`config.mk`:
```
export PLATFORM = sky130hd
export DESIGN_NAME = dmem_arbiter
export DESIGN_NICKNAME = d
export VERILOG_FILES = /design/src/rtl/dmem_arbiter.sv
export SDC_FILE = /design/constraint.sdc
export NUM_CORES = 1
export LEC_CHECK = 0
export CAP_MARGIN = 0
export CORE_MARGIN = 5
export CORE_UTILIZATION = 33
export DETAILED_ROUTE_END_ITERATION = 8
export HOLD_SLACK_MARGIN = 0.06
export PLACE_DENSITY = 0.74
export REMOVE_ABC_BUFFERS = 1
export SKIP_CTS_REPAIR_TIMING = 1
export SLEW_MARGIN = 0
export SYNTH_ARGS = -nofsm -noshare
export SYNTH_HDL_FRONTEND = slang
export SYNTH_SLANG_ARGS = --single-unit
```
`constraint.sdc`:
```
create_clock -name i_clk -period 1.35 [get_ports i_clk]
set_clock_uncertainty 0.15 [all_clocks]
set_input_delay 0.2025 -clock i_clk [delete_from_list [all_inputs] [get_ports i_clk]]
set_output_delay 0.2025 -clock i_clk [all_outputs]
set_load 0.05 [all_outputs]
```
`src/rtl/dmem_arbiter.sv`:
```
// dmem_arbiter: two-requester arbiter/sequencer for a single-port data memory (sync write, async read).
// Round-robin by default; define DMEM_ARB_FIXED_PRIO_EN for fixed port-0 priority.
module dmem_arbiter #(
    parameter int ADDR_W = 8,
    parameter int DATA_W = 32
) (
    input  logic              i_clk,
    input  logic              i_reset,
    input  logic              i_req0,
    input  logic              i_req1,
    input  logic              i_we0,
    input  logic              i_we1,
    input  logic [ADDR_W-1:0] i_addr0,
    input  logic [ADDR_W-1:0] i_addr1,
    input  logic [DATA_W-1:0] i_wdata0,
    input  logic [DATA_W-1:0] i_wdata1,
    output logic              o_gnt0,
    output logic              o_gnt1,
    output logic              o_rvalid0,
    output logic              o_rvalid1,
    output logic              o_err0,
    output logic              o_err1,
    output logic [DATA_W-1:0] o_rdata,
    output logic [ADDR_W-1:0] o_mem_addr,
    output logic [DATA_W-1:0] o_mem_write_data,
    output logic              o_mem_memread,
    output logic              o_mem_memwrite,
    input  logic [DATA_W-1:0] i_mem_read_data
);
    typedef enum logic {IDLE, ACCESS} state_t;

    state_t              r_state;
    state_t              w_next;
    logic                r_last_win;
    logic                r_win;
    logic                r_we;
    logic [ADDR_W-1:0]   r_addr;
    logic [DATA_W-1:0]   r_wdata;
    logic [DATA_W-1:0]   r_rdata;
    logic                r_rvalid0;
    logic                r_rvalid1;
    logic                r_err0;
    logic                r_err1;
    logic                w_any;
    logic                w_pick1;
    logic                w_mis;

    assign w_any = i_req0 | i_req1;
    assign w_mis = |r_addr[1:0];
`ifdef DMEM_ARB_FIXED_PRIO_EN
    assign w_pick1 = !i_req0;
`else
    assign w_pick1 = (i_req0 && i_req1) ? !r_last_win : i_req1;
`endif

    always_ff @(posedge i_clk) begin
        if (i_reset) r_state <= IDLE;
        else         r_state <= w_next;
    end

    always_comb begin
        w_next = r_state;
        if (r_state == IDLE && w_any) w_next = ACCESS;
        if (r_state == ACCESS)        w_next = IDLE;
    end

    always_ff @(posedge i_clk) begin
        if (i_reset) begin
            r_last_win <= 1'b1;
            r_win      <= 1'b0;
            r_we       <= 1'b0;
            r_addr     <= '0;
            r_wdata    <= '0;
            r_rdata    <= '0;
            r_rvalid0  <= 1'b0;
            r_rvalid1  <= 1'b0;
            r_err0     <= 1'b0;
            r_err1     <= 1'b0;
        end else begin
            r_rvalid0 <= 1'b0;
            r_rvalid1 <= 1'b0;
            r_err0    <= 1'b0;
            r_err1    <= 1'b0;
            if (r_state == IDLE && w_any) begin
                r_win   <= w_pick1;
                r_we    <= w_pick1 ? i_we1 : i_we0;
                r_addr  <= w_pick1 ? i_addr1 : i_addr0;
                r_wdata <= w_pick1 ? i_wdata1 : i_wdata0;
            end
            if (r_state == ACCESS) begin
                r_rvalid0  <= !r_win;
                r_rvalid1  <= r_win;
                r_err0     <= !r_win && w_mis;
                r_err1     <= r_win && w_mis;
                r_last_win <= r_win;
                if (!r_we) r_rdata <= i_mem_read_data;
            end
        end
    end

    // Memory command outputs hold their last value outside ACCESS; strobes do not.
    assign o_gnt0           = (r_state == ACCESS) && !r_win;
    assign o_gnt1           = (r_state == ACCESS) && r_win;
    assign o_rvalid0        = r_rvalid0;
    assign o_rvalid1        = r_rvalid1;
    assign o_err0           = r_err0;
    assign o_err1           = r_err1;
    assign o_rdata          = r_rdata;
    assign o_mem_addr       = r_addr;
    assign o_mem_write_data = r_wdata;
    assign o_mem_memread    = (r_state == ACCESS) && !r_we;
    assign o_mem_memwrite   = (r_state == ACCESS) && r_we && !w_mis && !i_reset;
endmodule

```
# --- Word level (Yosys, flattened, before mapping) ---
# Cells that the tools add are included.
word_totals:
  reg_bits: 80
  input_bits: 118
classes:
  muxes: 5
  bitwise: 3
  n_reduce_logical: 19
ops:
  columns: ["op", "n"]
  rows:
  - ["32-bit two-way mux", 1]
  - ["1-bit logical AND", 10]
  - ["8-bit two-way mux", 1]
  - ["2-bit OR reduction", 3]
  - ["1-bit zero test", 5]
  - ["1-bit two-way mux", 3]
  - ["1-bit NOT", 2]
  - ["2-bit AND reduction", 1]
  - ["1-bit bitwise OR", 1]

# --- Logic depth before layout (Yosys ltp) ---
logic_depth:
  ltp_word: 4
  depth_mapped: 6

# --- Least setup slack after synthesis ---
# OpenSTA, ideal clock, no wires.
synth_path:
  kind: "reg2out"
  start: "register r_addr[0] (netlist: o_mem_addr[0])"
  end: "output port o_mem_memwrite"
  t_arrival_ns: 2.216
  t_required_ns: 0.998
  path_slack_ns: -1.218
  stages_incl_launch_ff: 2
  cell_sequence: "dfxtp_1 nor4b_1"
synth_between:
  elab_chain_len: 4
synth_lines:
  columns: ["item", "line", "source"]
  rows:
  - ["from (decl)", "37", "logic [ADDR_W-1:0] r_addr;"]
  - ["from (signal assigned)", "87", "r_addr <= w_pick1 ? i_addr1 : i_addr0;"]
  - ["2-bit OR reduction", "49", "assign w_mis = |r_addr[1:0];"]
  - ["1-bit zero test", "112", "assign o_mem_memwrite = (r_state == ACCESS) && r_we && !w_mis && !i_reset;"]
  - ["1-bit logical AND (2 in a row)", "112", null]
  - ["to (decl)", "27", "output logic o_mem_memwrite,"]
# No other way between the ends.

# --- Worst setup path after layout ---
layout_path:
  start: "register r_state"
  end: "output port o_mem_memwrite"
layout_between:
  elab_chain_len: 3
layout_lines:
  columns: ["item", "line", "source"]
  rows:
  - ["from (decl)", "32", "state_t r_state;"]
  - ["from (signal assigned)", "58", "else r_state <= w_next;"]
  - ["1-bit logical AND (3 in a row)", "112", null]
# No other way between the ends.

==> results.json <==
{
  "status": "finished, violations left",
  "violations": "negative setup slack",
  "h-tree-depth": 3,
  "cts_root_buf": "clkbuf_8",
  "leakage_nw": 2.75,
  "internal_power_mw": 4.91,
  "boundaryPins": 198,
  "die_h_um": 108,
  "ir_drop_uv": 699,
  "dp_slack_ns": -0.537,
  "final_antenna_net_count": 0,
  "drive_above_1_share_pct": 35.7,
  "power.density_nw_per_um2": 1050,
  "setup.worst_path.class": "reg2out",
  "syn_inst": 395,
  "grtUsageTotal_pct": 19.0,
  "syn_area_per_cell_um2": 7.96,
  "yosysWarnings": 0,
  "clk_pin_slew_ns": 0.08,
  "multiInputGateArea_um2": 1900,
  "pwr-share-comb_pct": 38.8,
  "gp_congestion": 0.773,
  "clk_latency_ns": 0.34,
  "p_clk_share_pct": 24.2,
  "final_hold_viol_count": 0,
  "worst_ep_arrival_time_ns": 1.31,
  "antenna_found_initial": 1,
  "setup_violations": 74,
  "post-route-min-period_ns": 1.66,
  "io_buffers": 197,
  "die_w_um": 108,
  "dp_hpwl_mm": 8.87,
  "clock_path_buffers": 2,
  "synth_cell_type_count": 20,
  "start_util_pct": 33.9,
  "utilization_pct": 76.4,
  "cts_tree": "done",
  "first_iter_violations": 196,
  "cp-end-kind": "primary output",
  "fin_cells": 741,
  "grt_max_degree": 43,
  "dr_total_vias": 3686,
  "grt_first_pass_wirelength_mm": 17.5,
  "drc_errors": 0,
  "start_kind": "flop",
  "post_drt_wl_per_cell_um": 17.4,
  "grt_setup_unrepaired": "true",
  "rows": 35,
  "switching_share_pct": 34.1,
  "maxCapViolCount": 0,
  "overflow": 0,
  "switchingPower_mw": 2.54,
  "grt_pass1_vias": 3548,
  "die_area_um2": 11600,
  "max_freq_mhz": 602,
  "cts_made_buffers": 9,
  "max_slew.worst_pin.slew_ns": 0.520,
  "pwr-share-seq_pct": 37.0,
  "seqCellArea_um2": 1610,
  "synthToLayoutAreaGrowth_pct": 126,
  "routed_wirelength_mm": 12.9,
  "hp-class": "in2reg",
  "worst_slack_ns": -0.312,
  "core_region_area_um2": 9280,
  "syn_area_um2": 3150,
  "place_inst": 711,
  "placed_cell_area_um2": 6140,
  "critPathMaxFanout": 4,
  "synth_seq_cells": 80,
  "avgViaCountPerCell": 4.97,
  "slew_violations": 0,
  "nets": 724,
  "nFillCells": 608,
  "max-slew-margin-rel_pct": 65.3,
  "post-route-period-util_pct": 123,
  "yosysSeqAreaShare_pct": 50.9,
  "dr.pass1.iters": 4,
  "required_ns": 1.00,
  "design_area_um2": 7100,
  "cts_sinks": 80
}
==> per-stage QoR <==
step                      setup TNS, ns  hold slack, ns  total power [mW]
after global routing             -17.23           0.117              7.75
after CTS                         -5.00          0.0831              7.07
after floorplan                  -35.46           0.117              3.78
after detailed placement         -18.85           0.335              5.28
after global placement           -16.58           0.317              5.23
final                            -12.43           0.118              7.45
==> final timing paths <==
path	end	slack, ns	startpoint	cells past startpoint
worst min-delay path	o_rvalid0$_SDFF_PP0_	0.12	i_reset	4
worst max-delay path	o_mem_memwrite	-0.31	r_state$_SDFF_PP0_	4
worst min register to register	o_rdata[30]$_SDFFE_PP0P_	0.34	o_rdata[30]$_SDFFE_PP0P_	2
worst max register to register	o_mem_write_data[6]$_SDFFE_PP0P_	-0.30	r_state$_SDFF_PP0_	6
==> routing by layer <==
layer  track usage (%)  vias up  wire (um)
li1                  -     1754          -
met1              20.5     1722       4790
met2              32.9      180       6590
met3              7.74       30       1160
met4              7.84        0        369
met5                 0        -          0
==> logic make-up (layout without fill, tap and decap cells) <==
logic type	Yosys count	count (layout)	synth area share (%)
other	0	1	0
and+or+nand+nor	159	159	19.4
buffers and inverters	36	252	6.01
AOI/OAI and AO/OA	120	120	23.7
DFF	80	80	50.9
==> worst max-delay path: stages (launching register included) <==
cell and delay, ns:
dfxtp_4 0.39, nand2b_4 0.07, nor4b_4 0.24, buf_4 0.15, buf_12 0.12
==> synth_stat cells <==
master / count / share of area (%)
o21bai_2: 1 / 0.36
clkbuf_1: 10 / 1.2
a211oi_1: 39 / 9.3
buf_6: 4 / 1.4
a211oi_2: 2 / 0.80
clkbuf_2: 1 / 0.16
inv_2: 1 / 0.12
dfxtp_1: 80 / 51
a22oi_1: 1 / 0.24
a21boi_4: 1 / 0.60
nand2_1: 107 / 13
nor2_1: 47 / 5.6
inv_1: 2 / 0.24
a21bo_1: 1 / 0.32
a21oi_1: 74 / 12
o21ba_1: 1 / 0.32
nor4b_1: 1 / 0.28
nand2b_1: 2 / 0.40
buf_2: 18 / 2.9
nor3_1: 2 / 0.32
==> area by class of cell <==
cell class | count | area share [%]
timing repair buffer | 233 | 45.1
multi-input combinational | 279 | 26.8
sequential | 80 | 22.6
tap | 129 | 2.27
clock buffer | 10 | 1.94
clock inverter | 6 | 0.952
inverter | 3 | 0.194
antenna | 1 | 0.0353
==> flip-flops by register name, indices dropped and copies added (netlist names) <==
signal and cells:
o_mem_write_data 32, o_rvalid1 1, o_err1 1, o_rdata 32, r_last_win 1, r_state 1, r_win 1, o_rvalid0 1
r_we 1, o_err0 1, o_mem_addr 8
==> power by group through the flow <==
stage | Combinational [mW] | Sequential [mW] | Clock, mW
final | 2.89 | 2.76 | 1.80
after global routing | 3.02 | 2.78 | 1.95
after CTS | 2.48 | 2.75 | 1.84
after detailed placement | 2.47 | 2.81 | 0
after global placement | 2.44 | 2.79 | 0
after floorplan | 0.456 | 3.33 | 0
==> cell usage in the layout (no fill, tap or decap), types with 4 or more instances in the layout <==
| master | n |
|---|---|
| a211oi_2 | 30 |
| dfxtp_1 | 78 |
| buf_6 | 4 |
| buf_12 | 87 |
| a21oi_4 | 26 |
| a21oi_2 | 16 |
| buf_4 | 20 |
| clkdlybuf4s50_1 | 114 |
| a211oi_1 | 11 |
| nand2_1 | 106 |
| clkbuf_8 | 10 |
| nor2_1 | 46 |
| a21oi_1 | 32 |
Power figures use the tool's default switching activity.
==> patch 1 (same settings) <==
Change the parameter `ADDR_W` from 8 to 9.
--- a/src/rtl/dmem_arbiter.sv
+++ b/src/rtl/dmem_arbiter.sv
@@ -2,5 +2,5 @@
 // Round-robin by default; define DMEM_ARB_FIXED_PRIO_EN for fixed port-0 priority.
 module dmem_arbiter #(
-    parameter int ADDR_W = 8,
+    parameter int ADDR_W = 9,
     parameter int DATA_W = 32
 ) (
Interface: changed (resized i_addr0, i_addr1 and o_mem_addr); port bits go from 198 to 201. No check against the original RTL was run, so the function may have changed too.
==> patch 1 against the original RTL <==
- the run still ends with setup timing left
- routed wire length increased by 2.0%
- worst setup slack got worse by 0.035 ns
- clock power up 9%
- worst hold slack got worse by 0.017 ns
- die area rose by 7.5%
- via count up 1.3%
- global-route usage down 0.27 points
- total power up 1.6%
- sequential power increased by 1%
- cell area is 1.6% lower
- maximum frequency fell by 2.0%
- critical endpoint unchanged
- synthesized area rose by 8.3%
- sequential cell count grew 1
- final cell count up 1.5%
- largest power group unchanged
==> patch 1: results <==
export IMPL_violations="setup timing"
export IMPL_tns_ns=-2.74
export IMPL_place_area_mm2=0.00639
export IMPL_yosysSeqAreaShare=0.476
export IMPL_port_buffers=200
export IMPL_arrival_ns=1.34
export IMPL_antenna_found_initial=0
export IMPL_ir_worst_vdd_mv=0.636
export IMPL_p_switching_mw=2.51
export IMPL_p_leak_nw=2.74
export IMPL_synth_commonest_cells="nand2_1, dfxtp_1, a21oi_1"
export IMPL_p_per_area_mw_per_mm2=1080
export IMPL_synth_avg_cell_area_um2=8.50
export IMPL_ff2ff_path_depth=5
export IMPL_cts_buffers=9
export IMPL_antenna_cells=0
export IMPL_vias_per_cell=4.97
export IMPL_clk_latency_ns=0.34
export IMPL_worst_pin_slew_ns=0.631
export IMPL_fillers=760
export IMPL_status="finished with violations"
export IMPL_synthTopCellsByArea="dfxtp_1, a211oi_2, nand2_1"
export IMPL_initialDrtViolationCount=198
export IMPL_grt_pass1_wl_mm=19.0
export IMPL_post_place_ws_ns=-0.455
export IMPL_layout_cells_non_filler=752
export IMPL_wire_per_inst_um=17.5
export IMPL_layout_drive_gt1_share=0.325
export IMPL_grt_pass1_vias=3672
export IMPL_dp_cells=722
export IMPL_critical_path_max_fanout=5
export IMPL_grt_max_degree=42
export IMPL_place_congestion=0.803
export IMPL_synth_cell_types=20
export IMPL_clockPowerShare=0.259
export IMPL_setup_violations=74
export IMPL_nets=731
export IMPL_track_usage=0.188
export IMPL_p_comb_frac=0.372
export IMPL_setup_slack_ns=-0.347
export IMPL_cts_clk_slew_worst_paths_ns=0.10
export IMPL_dp_hpwl_mm=8.98
-- patch 1: cell types whose count changed in the layout (fill, tap and decap cells not counted), sizes merged --
| cell | change |
|---|---|
| buf | -6 |
| inv | -1 |
| nand2 | +1 |
| a21oi | +1 |
| clkdlybuf4s50 | +2 |
| dfxtp | +1 |
| bufinv | +1 |
| clkbuf | +4 |
| nor2 | +1 |
| a211oi | +1 |
| diode | -1 |
-- patch 1: metal layers --
metal | track usage | vias to the layer above | part of all wire
li1 | - | 1770 | -
met1 | 0.208 | 1746 | 0.38
met2 | 0.313 | 186 | 0.49
met3 | 0.0951 | 33 | 0.11
met4 | 0.0633 | 0 | 0.028
met5 | 0 | - | 0
-- patch 1: layout make-up --
type / instances / area (µm²) / share of cell area
Timing Repair Buffer: 233 / 3290 / 0.471
Multi-Input combinational cell: 283 / 1670 / 0.238
Sequential cell: 81 / 1630 / 0.233
Tap cell: 136 / 170 / 0.0244
Clock buffer: 10 / 128 / 0.0183
Clock inverter: 6 / 92.6 / 0.0133
Inverter: 3 / 11.3 / 0.00161
-- patch 1: cell families after synthesis --
kind of cell,synth area share
AND/OR/NAND/NOR,0.181
buffers and inverters,0.0624
AO/OA/AOI/OAI,0.281
flip-flops,0.476
-- patch 1: worst paths after layout --
| kind | endpoint | slack (ns) | from |
|---|---|---|---|
| worst max register to register | o_mem_write_data[10] | -0.06 | r_state |
| worst max-delay path | o_mem_memwrite | -0.35 | r_state |
| worst min-delay path | o_err0 | 0.10 | i_reset |
| worst min register to register | o_rdata[3] | 0.34 | o_rdata[3] |
-- patch 1: worst max-delay path, cell delays in order (launching register included) --
cell	delay, ns
dfxtp_4	0.39
nand2b_4	0.07
nor4b_4	0.26
buf_4	0.16
buf_12	0.13
==> patch 2 (same flow settings) <==
Without the edit above. Reset style: asynchronous (`i_reset`), changed in 2 clocked blocks.
--- a/src/rtl/dmem_arbiter.sv
+++ b/src/rtl/dmem_arbiter.sv
@@ -54,5 +54,5 @@
 `endif
 
-    always_ff @(posedge i_clk) begin
+    always_ff @(posedge i_clk or posedge i_reset) begin
         if (i_reset) r_state <= IDLE;
         else         r_state <= w_next;
@@ -65,5 +65,5 @@
     end
 
-    always_ff @(posedge i_clk) begin
+    always_ff @(posedge i_clk or posedge i_reset) begin
         if (i_reset) begin
             r_last_win <= 1'b1;
Behaviour: differs if i_reset is asserted again (counterexample within 4 cycles, from zero or initial values and one cycle with i_reset high); with i_reset held inactive, the same outputs for 10 cycles.
==> patch 2 against the original RTL <==
- the run still ends with setup timing left
- die area grew 9.5%
- first-iteration DRC count fell by 33%
- highest routed layer unchanged
- core utilization shrank 4.6 points
- synthesized area is 11% higher
- sequential cell count unchanged
- worst setup slack got worse by 0.0013 ns
- maximum frequency hardly changed
- cell area increased by 4.5%
- worst hold slack better by 0.028 ns
- critical path type is now reg2reg
- routed wire length shrank 4.2%
- final cell count shrank 6.5%
Power is not compared: it rests on default switching activity, and its combinational part moved more than twofold at a synthesized area within 25%.
==> patch 2: results <==
export IMPL_setup_slack_ns=-0.313
export IMPL_root_buffer="clkbuf_8"
export IMPL_cp_slowest_cell="dfrtp_1"
export IMPL_slowest_delay_ns=0.40
export IMPL_grt_pass1_wl_mm=16.9
export IMPL_async_flop_share=1.00
export IMPL_vias_per_cell=4.75
export IMPL_track_usage=0.168
export IMPL_antenna_found_initial=0
export IMPL_antenna_cells=0
export IMPL_post_place_ws_ns=-0.365
export IMPL_status="finished with violations"
export IMPL_place_congestion=0.767
export IMPL_p_leak_nw=3.24
export IMPL_worst_pin_slew_ns=0.234
export IMPL_nets=670
export IMPL_synth_ff_type="dfrtp_1"
export IMPL_htreeDepth=3
export IMPL_synthTopCellsByArea="dfrtp_1, mux2_4, nand2_1"
export IMPL_synth_commonest_cells="nand2_1, dfrtp_1, nor2_1"
export IMPL_grt_max_degree=45
export IMPL_clk_latency_ns=0.34
export IMPL_critPathTopFamily="buffers and inverters"
export IMPL_cts_clk_slew_worst_paths_ns=0.09
export IMPL_tns_ns=-15.72
export IMPL_r2r_start="r_state"
export IMPL_port_buffers=197
export IMPL_reg2reg_to="o_mem_addr[2]"
export IMPL_cts_buffers=9
export IMPL_critical_path_max_fanout=6
export IMPL_violations="setup timing"
export IMPL_setup_violations=81
export IMPL_initialDrtViolationCount=132
export IMPL_drt_total_wl_mm=12.4
export IMPL_clockBufferDepth=2
export IMPL_drtPass1Iterations=4
export IMPL_dp_hpwl_mm=8.33
export IMPL_ff2ff_path_depth=7
export IMPL_min_path_type="in2async"
export IMPL_synth_warnings=0
export IMPL_synth_most_common_cell="nand2_1"
export IMPL_synth_cell_types=20
export IMPL_ir_worst_vdd_mv=1.15
export IMPL_yosysSeqAreaShare=0.576
export IMPL_layout_drive_gt1_share=0.393
export IMPL_whs_ns=0.146
export IMPL_grt_pass1_vias=3343
export IMPL_arrival_ns=1.76
-- patch 2: how the worst max path moves through the flow --
| stage | start | endpoint | depth (start not counted) |
|---|---|---|---|
| 2_1_floorplan | i_reset | o_err0 | 1 |
| 3_3_place_gp | i_req0 | o_mem_addr[7] | 5 |
| 3_5_place_dp | i_req0 | o_mem_write_data[5] | 5 |
| 4_1_cts | r_we | o_mem_memread | 4 |
| 5_1_grt | r_state | o_mem_addr[3] | 7 |
| 6_report | r_state | o_mem_addr[2] | 7 |
-- patch 2: per-layer routing --
layer,routed length [µm],up-vias,GRT usage
met4,191,0,0.0633
met1,4760,1587,0.178
met2,6330,163,0.296
met3,1090,16,0.0717
li1,-,1527,-
met5,0,-,0
-- patch 2: cell type report --
class                   instances  area (µm²)
well taps                     136         170
clock buffers                  11         151
clock inverters                 5        86.3
flip-flops and latches         80        2010
fillers                       678        2910
inverters                       4        18.8
repair buffers                248        3470
multi-input cells             209        1510
-- patch 2: tightest hold or removal path, stage by stage --
cell,delay (ns)
clkdlybuf4s50_1,0.49
buf_4,0.18
clkinv_2,0.12
-- patch 2: power by group --
group          internal [mW]  switching [mW]
clock network           1.16           0.905
registers               3.13           0.858
logic                   4.30            3.90
-- patch 2: cells by family (layout without fill, tap and decap cells) --
group | Yosys count | after routing | synth area share
mux | 32 | 32 | 0.135
compound gates | 46 | 46 | 0.0878
flops | 80 | 80 | 0.576
buf+inv | 26 | 268 | 0.0551
simple gates | 131 | 131 | 0.146
-- patch 2: through the flow --
stage	utilization	area (µm²)	power, mW	cells
after global placement	0.627	6480	11.5	646
after detailed placement	0.627	6480	11.6	646
final	0.718	7410	14.3	693
after global routing	0.718	7410	14.8	693
after floorplan	-	3300	7.28	293
after CTS	0.650	6720	13.7	662
